## config.mk

```make
export PLATFORM = sky130hd
export DESIGN_NAME = stack_engine
export DESIGN_NICKNAME = d
export VERILOG_FILES = /design/src/rtl/stack_engine.sv
export SDC_FILE = /design/constraint.sdc
export NUM_CORES = 1
export LEC_CHECK = 0
export BUFFER_PORTS_ARGS = -buffer_cell sky130_fd_sc_hd__buf_2
export CAP_MARGIN = 10
export CELL_PAD_IN_SITES_DETAIL_PLACEMENT = 1
export CELL_PAD_IN_SITES_GLOBAL_PLACEMENT = 2
export CORE_MARGIN = 2
export CORE_UTILIZATION = 26
export DETAILED_ROUTE_END_ITERATION = 12
export HOLD_SLACK_MARGIN = 0.15
export PLACE_DENSITY = 0.84
export SLEW_MARGIN = 15
export SYNTH_ARGS = -nofsm -noshare
export SYNTH_HDL_FRONTEND = slang
export SYNTH_SLANG_ARGS = --single-unit
```

## constraint.sdc

```tcl
create_clock -name ph1 -period 2 [get_ports ph1]
set_input_delay 0.6 -clock ph1 [delete_from_list [all_inputs] [get_ports ph1]]
set_output_delay 0.6 -clock ph1 [all_outputs]
set_load 0.02 [all_outputs]
```

## src/rtl/stack_engine.sv

```systemverilog
// Multi-byte stack sequencer for the 6502 core: push, pull and SP load against the memory
// bus, one byte per cycle, with either 6502-style SP wrap or guarded (rejecting) mode.
module stack_engine #(
  parameter int unsigned       DATA_W     = 8,
  parameter int unsigned       ADDR_W     = 16,
  parameter int unsigned       SP_W       = 8,
  parameter logic [ADDR_W-1:0] STACK_BASE = ADDR_W'('h0100),
  parameter logic [SP_W-1:0]   SP_RESET   = SP_W'('hFF),
  parameter int unsigned       MAX_BYTES  = 3,
  parameter bit                WRAP       = 1'b1
) (
  input  logic                        ph1,
  input  logic                        reset,
  input  logic                        cmd_valid,
  output logic                        cmd_ready,
  input  logic [1:0]                  cmd_op,
  input  logic [1:0]                  cmd_count,
  input  logic [MAX_BYTES*DATA_W-1:0] cmd_data,
  input  logic [SP_W-1:0]             sp_load,
  output logic [ADDR_W-1:0]           mem_addr,
  output logic [DATA_W-1:0]           mem_wdata,
  output logic                        mem_we,
  output logic                        mem_re,
  input  logic [DATA_W-1:0]           mem_rdata,
  output logic                        rsp_valid,
  output logic [MAX_BYTES*DATA_W-1:0] rsp_data,
  output logic                        rsp_err,
  output logic [SP_W-1:0]             sp,
  output logic                        ovf_sticky,
  output logic                        unf_sticky
);
  localparam logic [2:0] IDLE      = 3'd0;
  localparam logic [2:0] PUSH      = 3'd1;
  localparam logic [2:0] PULL      = 3'd2;
  localparam logic [2:0] PULL_LAST = 3'd3;
  localparam logic [2:0] RESP      = 3'd4;

  localparam logic [1:0] OP_PUSH = 2'd0;
  localparam logic [1:0] OP_PULL = 2'd1;
  localparam logic [1:0] OP_LOAD = 2'd2;

  localparam int unsigned     DW     = MAX_BYTES * DATA_W;
  localparam logic [SP_W-1:0] SP_ONE = SP_W'(1);

  logic [2:0]      state_q, state_d;
  logic [SP_W-1:0] sp_q, sp_d, load_q, load_d, sp_addr;
  logic [1:0]      op_q, op_d, cnt_q, cnt_d, k_q, k_d;
  logic [DW-1:0]   data_q, data_d, rdat_q, rdat_d;
  logic            err_q, err_d, ovf_q, ovf_d, unf_q, unf_d;
  logic [1:0]      n_req;
  logic [SP_W:0]   n_ext, sp_ext1;
  logic            push_ok, pull_ok;

  always_comb begin
    n_req = (cmd_count == 2'd0) ? 2'd1 : cmd_count;
    if (int'(n_req) > int'(MAX_BYTES)) n_req = 2'(MAX_BYTES);
  end

  // Room checks: push needs sp >= n-1, pull needs (max - sp) >= n.
  assign n_ext   = {{(SP_W - 1){1'b0}}, n_req};
  assign sp_ext1 = {1'b0, sp_q} + {{SP_W{1'b0}}, 1'b1};
  assign push_ok = WRAP || (n_ext <= sp_ext1);
  assign pull_ok = WRAP || (n_ext <= {1'b0, ~sp_q});

  always_comb begin
    state_d = state_q;
    sp_d    = sp_q;
    load_d  = load_q;
    op_d    = op_q;
    cnt_d   = cnt_q;
    k_d     = k_q;
    data_d  = data_q;
    rdat_d  = rdat_q;
    err_d   = err_q;
    ovf_d   = ovf_q;
    unf_d   = unf_q;

    // Read data returns one cycle after its strobe, so pull byte k lands while k+1 is issued.
    if (state_q == PULL || state_q == PULL_LAST) begin
      for (int i = 0; i < int'(MAX_BYTES); i++) begin
        if (int'(k_q) == i + 1) rdat_d[i*DATA_W +: DATA_W] = mem_rdata;
      end
    end

    case (state_q)
      IDLE: begin
        if (cmd_valid) begin
          op_d    = cmd_op;
          cnt_d   = n_req;
          k_d     = 2'd0;
          data_d  = cmd_data;
          load_d  = sp_load;
          rdat_d  = '0;
          err_d   = 1'b0;
          state_d = RESP;
          if (cmd_op == OP_PUSH) begin
            if (push_ok) state_d = PUSH;
            else         err_d   = 1'b1;
          end else if (cmd_op == OP_PULL) begin
            if (pull_ok) state_d = PULL;
            else         err_d   = 1'b1;
          end
        end
      end
      PUSH: begin
        sp_d  = sp_q - SP_ONE;
        if (WRAP && sp_q == '0) ovf_d = 1'b1;
        cnt_d = cnt_q - 2'd1;
        if (cnt_q == 2'd1) state_d = RESP;
      end
      PULL: begin
        sp_d = sp_q + SP_ONE;
        if (WRAP && sp_q == '1) unf_d = 1'b1;
        k_d  = k_q + 2'd1;
        if (k_d == cnt_q) state_d = PULL_LAST;
      end
      PULL_LAST: state_d = RESP;
      RESP: begin
        if (op_q == OP_LOAD) begin
          sp_d  = load_q;
          ovf_d = 1'b0;
          unf_d = 1'b0;
        end
        state_d = IDLE;
      end
      default: state_d = IDLE;
    endcase
  end

  always_ff @(posedge ph1) begin
    if (!reset) begin
      state_q <= IDLE;
      sp_q    <= SP_RESET;
      load_q  <= '0;
      op_q    <= 2'd0;
      cnt_q   <= 2'd0;
      k_q     <= 2'd0;
      data_q  <= '0;
      rdat_q  <= '0;
      err_q   <= 1'b0;
      ovf_q   <= 1'b0;
      unf_q   <= 1'b0;
    end else begin
      state_q <= state_d;
      sp_q    <= sp_d;
      load_q  <= load_d;
      op_q    <= op_d;
      cnt_q   <= cnt_d;
      k_q     <= k_d;
      data_q  <= data_d;
      rdat_q  <= rdat_d;
      err_q   <= err_d;
      ovf_q   <= ovf_d;
      unf_q   <= unf_d;
    end
  end

  always_comb begin
    mem_wdata = '0;
    for (int i = 0; i < int'(MAX_BYTES); i++) begin
      if (int'(cnt_q) == i + 1) mem_wdata = data_q[i*DATA_W +: DATA_W];
    end
  end

  // Strobes are gated by reset so an abandoned command cannot write on the reset edge.
  assign mem_we     = reset && (state_q == PUSH);
  assign mem_re     = reset && (state_q == PULL);
  assign sp_addr    = (state_q == PULL) ? sp_q + SP_ONE : sp_q;
  assign mem_addr   = STACK_BASE + {{(ADDR_W - SP_W){1'b0}}, sp_addr};
  assign cmd_ready  = (state_q == IDLE);
  assign rsp_valid  = (state_q == RESP);
  assign rsp_err    = rsp_valid && err_q;
  assign rsp_data   = rdat_q;
  assign sp         = sp_q;
  assign ovf_sticky = ovf_q;
  assign unf_sticky = unf_q;

endmodule
```

==> metrics.cfg, run 1 <==
[synth]
async_flop_share=0
ys_ff_latch=75
netlist.area_leader.share=0.392
synthCells=519
yosysWarnings=0
ys_top_cells_by_area=dfxtp_1 (39%), nand2_1 (12%), a21oi_1 (10%)
synth-seq-area-share=0.392
synthFlopType=dfxtp_1
syn_area_per_cell_sq_um=7.38
synth_edf_count=0
syn_area_sq_um=3830
ys_types=58
yosysTopAreaCell=dfxtp_1

[global_route]
grt_max_degree=35
antenna_found_initial=0
track_usage=0.166
grt_first_pass_wirelength_mm=21.1
grt_pass1_vias=4141
grt-ovfl-total=0

[timing]
rsz0062_at_grt=yes
layout_setup_ws_ns=-0.220
fmax_mhz=450
post-route-period-util=1.11
final.setup_skew_ns=0.00387
setup_viol_count_final=17
hold_ws_ns=0.456
maxSlewViolCount=0
period_needed_ns=2.22
final-hold-violation-count=0

[critical_path]
critPathRequiredTime_ns=1.40
critPathKind=reg2out
reg2reg_slack_ns=0.04
reg2reg_depth=9
cp.arrival_ns=1.62
startpoint_type=flip-flop
rr_endpoint=sp[4]$_SDFFE_PN1P_
cp_max_fo=7
endpoint_kind=output pin
r2r-start=state_q[1]$_SDFFE_PN0P_

[clock_tree]
cts-buffers-inserted=9
cts_tree=built
clock_latency_ns=0.35
cts.htree.levels=3
path_clk_slew_ns=0.06
ctsHoldBuffers=0
clockBufferDepth=2
root_buffer=clkbuf_16
clock-sinks=75

[drt]
via_count=4073
drt_iter0_markers=208
drc=0
wl_mm=13.9
via_per_inst=4.88
wl_per_cell_microns=16.7
first_pass_iters=4
ant_nets=0

[cells_and_area]
layout-drive-gt1-share=0.392
multiInputGateArea_sq_um=2430
diodes=0
areaGrowthSynthToFinish_pct=50.1
nFillCells=1734
regArea_sq_um=1520
nets=705
final_area_sq_um=5750

[pwr]
vdd.ir_drop.worst_mv=0.404
powerDensity_nw_per_um2=868
p_leak_nw=2.39
p_total_mw=4.99

[flow_run]
cap_viol_max_count=0

[status]
violations=negative setup slack
outcome=finished with violations

[floorplanning]
rows=44
core_sq_um=14500
io_pins=110
die_area_sq_um=15700
die_x_microns=125
die_h_microns=125
start_util=0.265

[placement]
dpl-instance-area_sq_um=4600
io_buffers=100
hpwl_mm=9.60
place_congestion=0.870

[worst_hold_path]
hold_path_depth=2
hold_class=reg2reg
hold_path_startpoint=rsp_data[11]$_SDFF_PN0_
hold_end=rsp_data[11]$_SDFF_PN0_

[routing by layer]
metal	GRT usage	share of wire	wire, microns
met1	0.214	0.46	6390
met2	0.276	0.48	6690
met3	0.0466	0.047	648
met4	0.0431	0.013	182
met5	0	0	0
[registers in the layout, summed over array words and instances, names as in the netlist]
name and count:
data_q 24, rsp_data 24, op_q 2, sp 8, state_q 3, load_q 8
unf_sticky 1, cnt_q 2, ovf_sticky 1, k_q 2
[critical path, stage by stage (launching register included)]
cell	delay [ns]
dfxtp_2	0.32
nor2b_4	0.13
nand2_4	0.13
inv_4	0.05
buf_4	0.14
buf_6	0.11
ha_4	0.25
inv_2	0.03
buf_6	0.12
[cell usage after synthesis, types with 7 or more instances]
| library cell | instances |
|---|---|
| a21oi_1 | 78 |
| buf_2 | 10 |
| buf_4 | 10 |
| clkbuf_1 | 26 |
| dfxtp_1 | 75 |
| ha_1 | 11 |
| inv_1 | 11 |
| nand2_1 | 126 |
| nand3_1 | 32 |
| nor2_1 | 33 |
| o21ai_0 | 14 |
| o21ai_1 | 7 |
[how the worst max path moves through the flow]
stage                                  from           end  slack [ns]  cells after the start
floorplan                sp[4]$_SDFFE_PN1P_   mem_addr[7]       -0.05                      6
global placement                      reset        mem_we       -0.01                      4
detailed placement    cnt_q[0]$_SDFFE_PN0P_  mem_wdata[3]       -0.04                      6
CTS                 state_q[1]$_SDFFE_PN0P_   mem_addr[4]       -0.19                      6
global route        state_q[1]$_SDFFE_PN0P_   mem_addr[4]       -0.27                      6
finish              state_q[1]$_SDFFE_PN0P_   mem_addr[0]       -0.22                      8
[per-stage QoR]
step	utilization	std cells	setup TNS, ns	worst slack [ns]
after floorplan	-	526	-0.0986	-0.0511
after global placement	0.318	789	-0.0113	-0.0113
after detailed placement	0.318	789	-0.0787	-0.0389
after CTS	0.372	825	-2.30	-0.187
after global routing	0.397	835	-3.76	-0.267
final	0.397	835	-2.69	-0.220
[cell usage in the layout (no fill, tap or decap), types with 4 or more instances in the layout]
cell type	Yosys	final
nand2_1	126	116
buf_2	10	80
a21oi_1	78	70
dfxtp_1	75	65
buf_4	10	55
nand3_1	32	28
nor2_1	33	22
buf_6	4	20
nor2_4	0	9
conb_1	2	9
clkbuf_16	0	9
nand2_4	1	8
o21ai_2	0	8
a21oi_2	1	7
o21ai_1	7	7
dfxtp_2	0	7
inv_1	11	6
ha_4	0	6
o21ai_0	14	5
or3_1	5	5
a22oi_1	5	5
ha_1	11	5
inv_2	2	4
xor2_1	5	4
o211ai_1	4	4
bufinv_16	0	4
[cells by family after synthesis]
group                    share of synthesized area
AND/OR/NAND/NOR                              0.260
AO/OA/AOI/OAI                                0.198
flip-flops                                   0.392
buffers and inverters                       0.0846
adder cells (fa/ha/maj)                     0.0359
XOR/XNOR                                    0.0229
other                                      0.00196
multiplexers                               0.00522
[report_power, final]
group / internal [mW] / switching [mW] / total, mW
Clock: 1.34 / 0.671 / 2.02
Sequential: 1.58 / 0.0883 / 1.67
Combinational: 0.577 / 0.727 / 1.30
Total: 3.51 / 1.49 / 4.99
[timing repair]
item	4_1_cts	5_1_grt
gates cloned	0	0
pin swaps	16	24
buffers inserted	21	13
hold endpoints to repair	0	0
setup endpoints to repair	19	21
gates resized for setup	80	67
[cell type report]
cell class	count	area share
tap	184	0.0400
inverter	14	0.0107
sequential	75	0.265
timing repair buffer	161	0.199
multi-input combinational	386	0.423
clock buffer	9	0.0392
clock inverter	6	0.0239
Power figures use the tool's default switching activity.
==> run 2, diff against run 1 <==
Settings changed: ABC_CLOCK_PERIOD_IN_PS from default to 2000, BUFFER_PORTS_ARGS -buffer_cell sky130_fd_sc_hd__buf_2 to -buffer_cell sky130_fd_sc_hd__clkbuf_2, CORE_UTILIZATION 26 to 27, CTS_BUF_LIST from default to sky130_fd_sc_hd__clkbuf_4, PLACE_DENSITY 0.84 to 0.86.
==> run 2 against run 1 <==
Net effect: the flow still finishes with violations (negative setup slack); cell count rose by 0.96%; sequential share of layout area decreased by 0.24 points; clock power fell by 40%; global-route usage grew 2.2 points; design area rose by 0.85%; fmax decreased by 5.6%; non-clock buffer count rose by 11; utilization increased by 2.1 points; routed wire length up 7.8%; largest power group is now sequential cells; critical endpoint is now mem_addr[6]; worst hold slack got worse by 0.10 ns.
==> metrics.cfg, run 2 (synthesized netlist as in run 1, its figures left out) <==
[status]
outcome=finished with violations
violations=negative setup slack

[critical_path]
cp_max_fo=3
endpoint_kind=output pin
critPathRequiredTime_ns=1.40
critPathKind=reg2out
cp.arrival_ns=1.75
startpoint_type=flip-flop

[cells_and_area]
nets=716
multiInputGateArea_sq_um=2480
mostFrequentLayoutCells=nand2_1 (116), clkbuf_2 (80), a21oi_1 (70)
diodes=0
layout-drive-gt1-share=0.409
nFillCells=1683
areaGrowthSynthToFinish_pct=51.4
layout_commonest_cell=nand2_1
regArea_sq_um=1520

[floorplanning]
die_area_sq_um=15200
io_pins=110
die_h_microns=123
die_x_microns=123
start_util=0.276
rows=43
core_sq_um=13900

[placement]
hpwl_mm=9.50
io_buffers=100
place_congestion=0.907

[drt]
wl_mm=15.0
wl_per_cell_microns=17.8
via_count=4196
via_per_inst=4.98
first_pass_iters=4
drc=0
drt_iter0_markers=216
ant_nets=0

[timing]
layout_setup_ws_ns=-0.353
fmax_mhz=425
period_needed_ns=2.35
maxSlewViolCount=0
post-route-period-util=1.18
rsz0062_at_grt=yes
setup_viol_count_final=18
final-hold-violation-count=0
finalSetupTns_ns=-4.95
final.setup_skew_ns=0.0188

[pwr]
powerDensity_nw_per_um2=742
vdd.ir_drop.worst_mv=0.377
p_leak_nw=2.39
p_total_mw=4.30

[clock_tree]
cts.htree.levels=3
root_buffer=clkbuf_4
clock_latency_ns=0.47
cts-buffers-inserted=9
clockBufferDepth=2
cts_tree=built
clock-sinks=75
path_clk_slew_ns=0.14

[global_route]
grt_first_pass_wirelength_mm=22.0
antenna_found_initial=0
grt_pass1_vias=4255
track_usage=0.188
grt_max_degree=34
grt-ovfl-total=0

[flow_run]
cap_viol_max_count=0

[worst_hold_path]
hold_class=in2reg

-- run 2: worst paths after layout --
check,slack (ns),to,startpoint,depth (start not counted)
worst max-delay path,-0.35,mem_addr[6],sp[4]$_SDFFE_PN1P_,5
worst max register to register,0.03,sp[6]$_SDFFE_PN1P_,sp[4]$_SDFFE_PN1P_,7
worst min register to register,0.47,rsp_data[7]$_SDFF_PN0_,rsp_data[7]$_SDFF_PN0_,2
worst min-delay path,0.36,load_q[3]$_SDFFE_PN0P_,sp_load[3],3
-- run 2: metal layers --
metal	routed length [microns]	vias up	GRT usage
met5	0	-	0
met4	371	0	0.0526
met3	902	29	0.0544
met2	7440	141	0.319
met1	6290	2007	0.232
li1	-	2019	-
-- run 2: report_power, final --
group          internal [mW]  total, mW  switching [mW]
Clock                  0.638       1.22           0.586
Combinational          0.634       1.41           0.781
Sequential              1.58       1.67          0.0824
Total                   2.86       4.30            1.45
-- run 2: timing repair --
action | 4_1_cts | 5_1_grt
gates resized for setup | 86 | 84
gates cloned | 1 | 1
buffers inserted | 28 | 19
endpoints found under the setup margin | 20 | 27
pin swaps | 15 | 22
hold buffers | 0 | 0
-- run 2: worst max-delay path, cell delays in order, from the launching register on --
cell     delay, ns
dfxtp_2       0.38
and3_4        0.24
nand3_4       0.08
or3_4         0.40
nand2_4       0.08
buf_8         0.11
-- run 2: metrics by stage --
step	area [sq um]	worst slack [ns]	utilization	hold slack, ns	instances
floorplan	3930	-0.0511	-	0.436	526
global placement	4640	0.0512	0.334	0.445	789
detailed placement	4640	0.00647	0.334	0.448	789
CTS	5390	-0.349	0.388	0.319	833
global route	5800	-0.457	0.418	0.310	843
finish	5800	-0.353	0.418	0.356	843
-- run 2: cell type report --
type	instances	share of cell area
timing repair buffer	172	0.230
tap	180	0.0388
sequential	75	0.262
multi-input combinational	386	0.428
inverter	14	0.0110
clock buffer	10	0.0129
clock inverter	6	0.0179
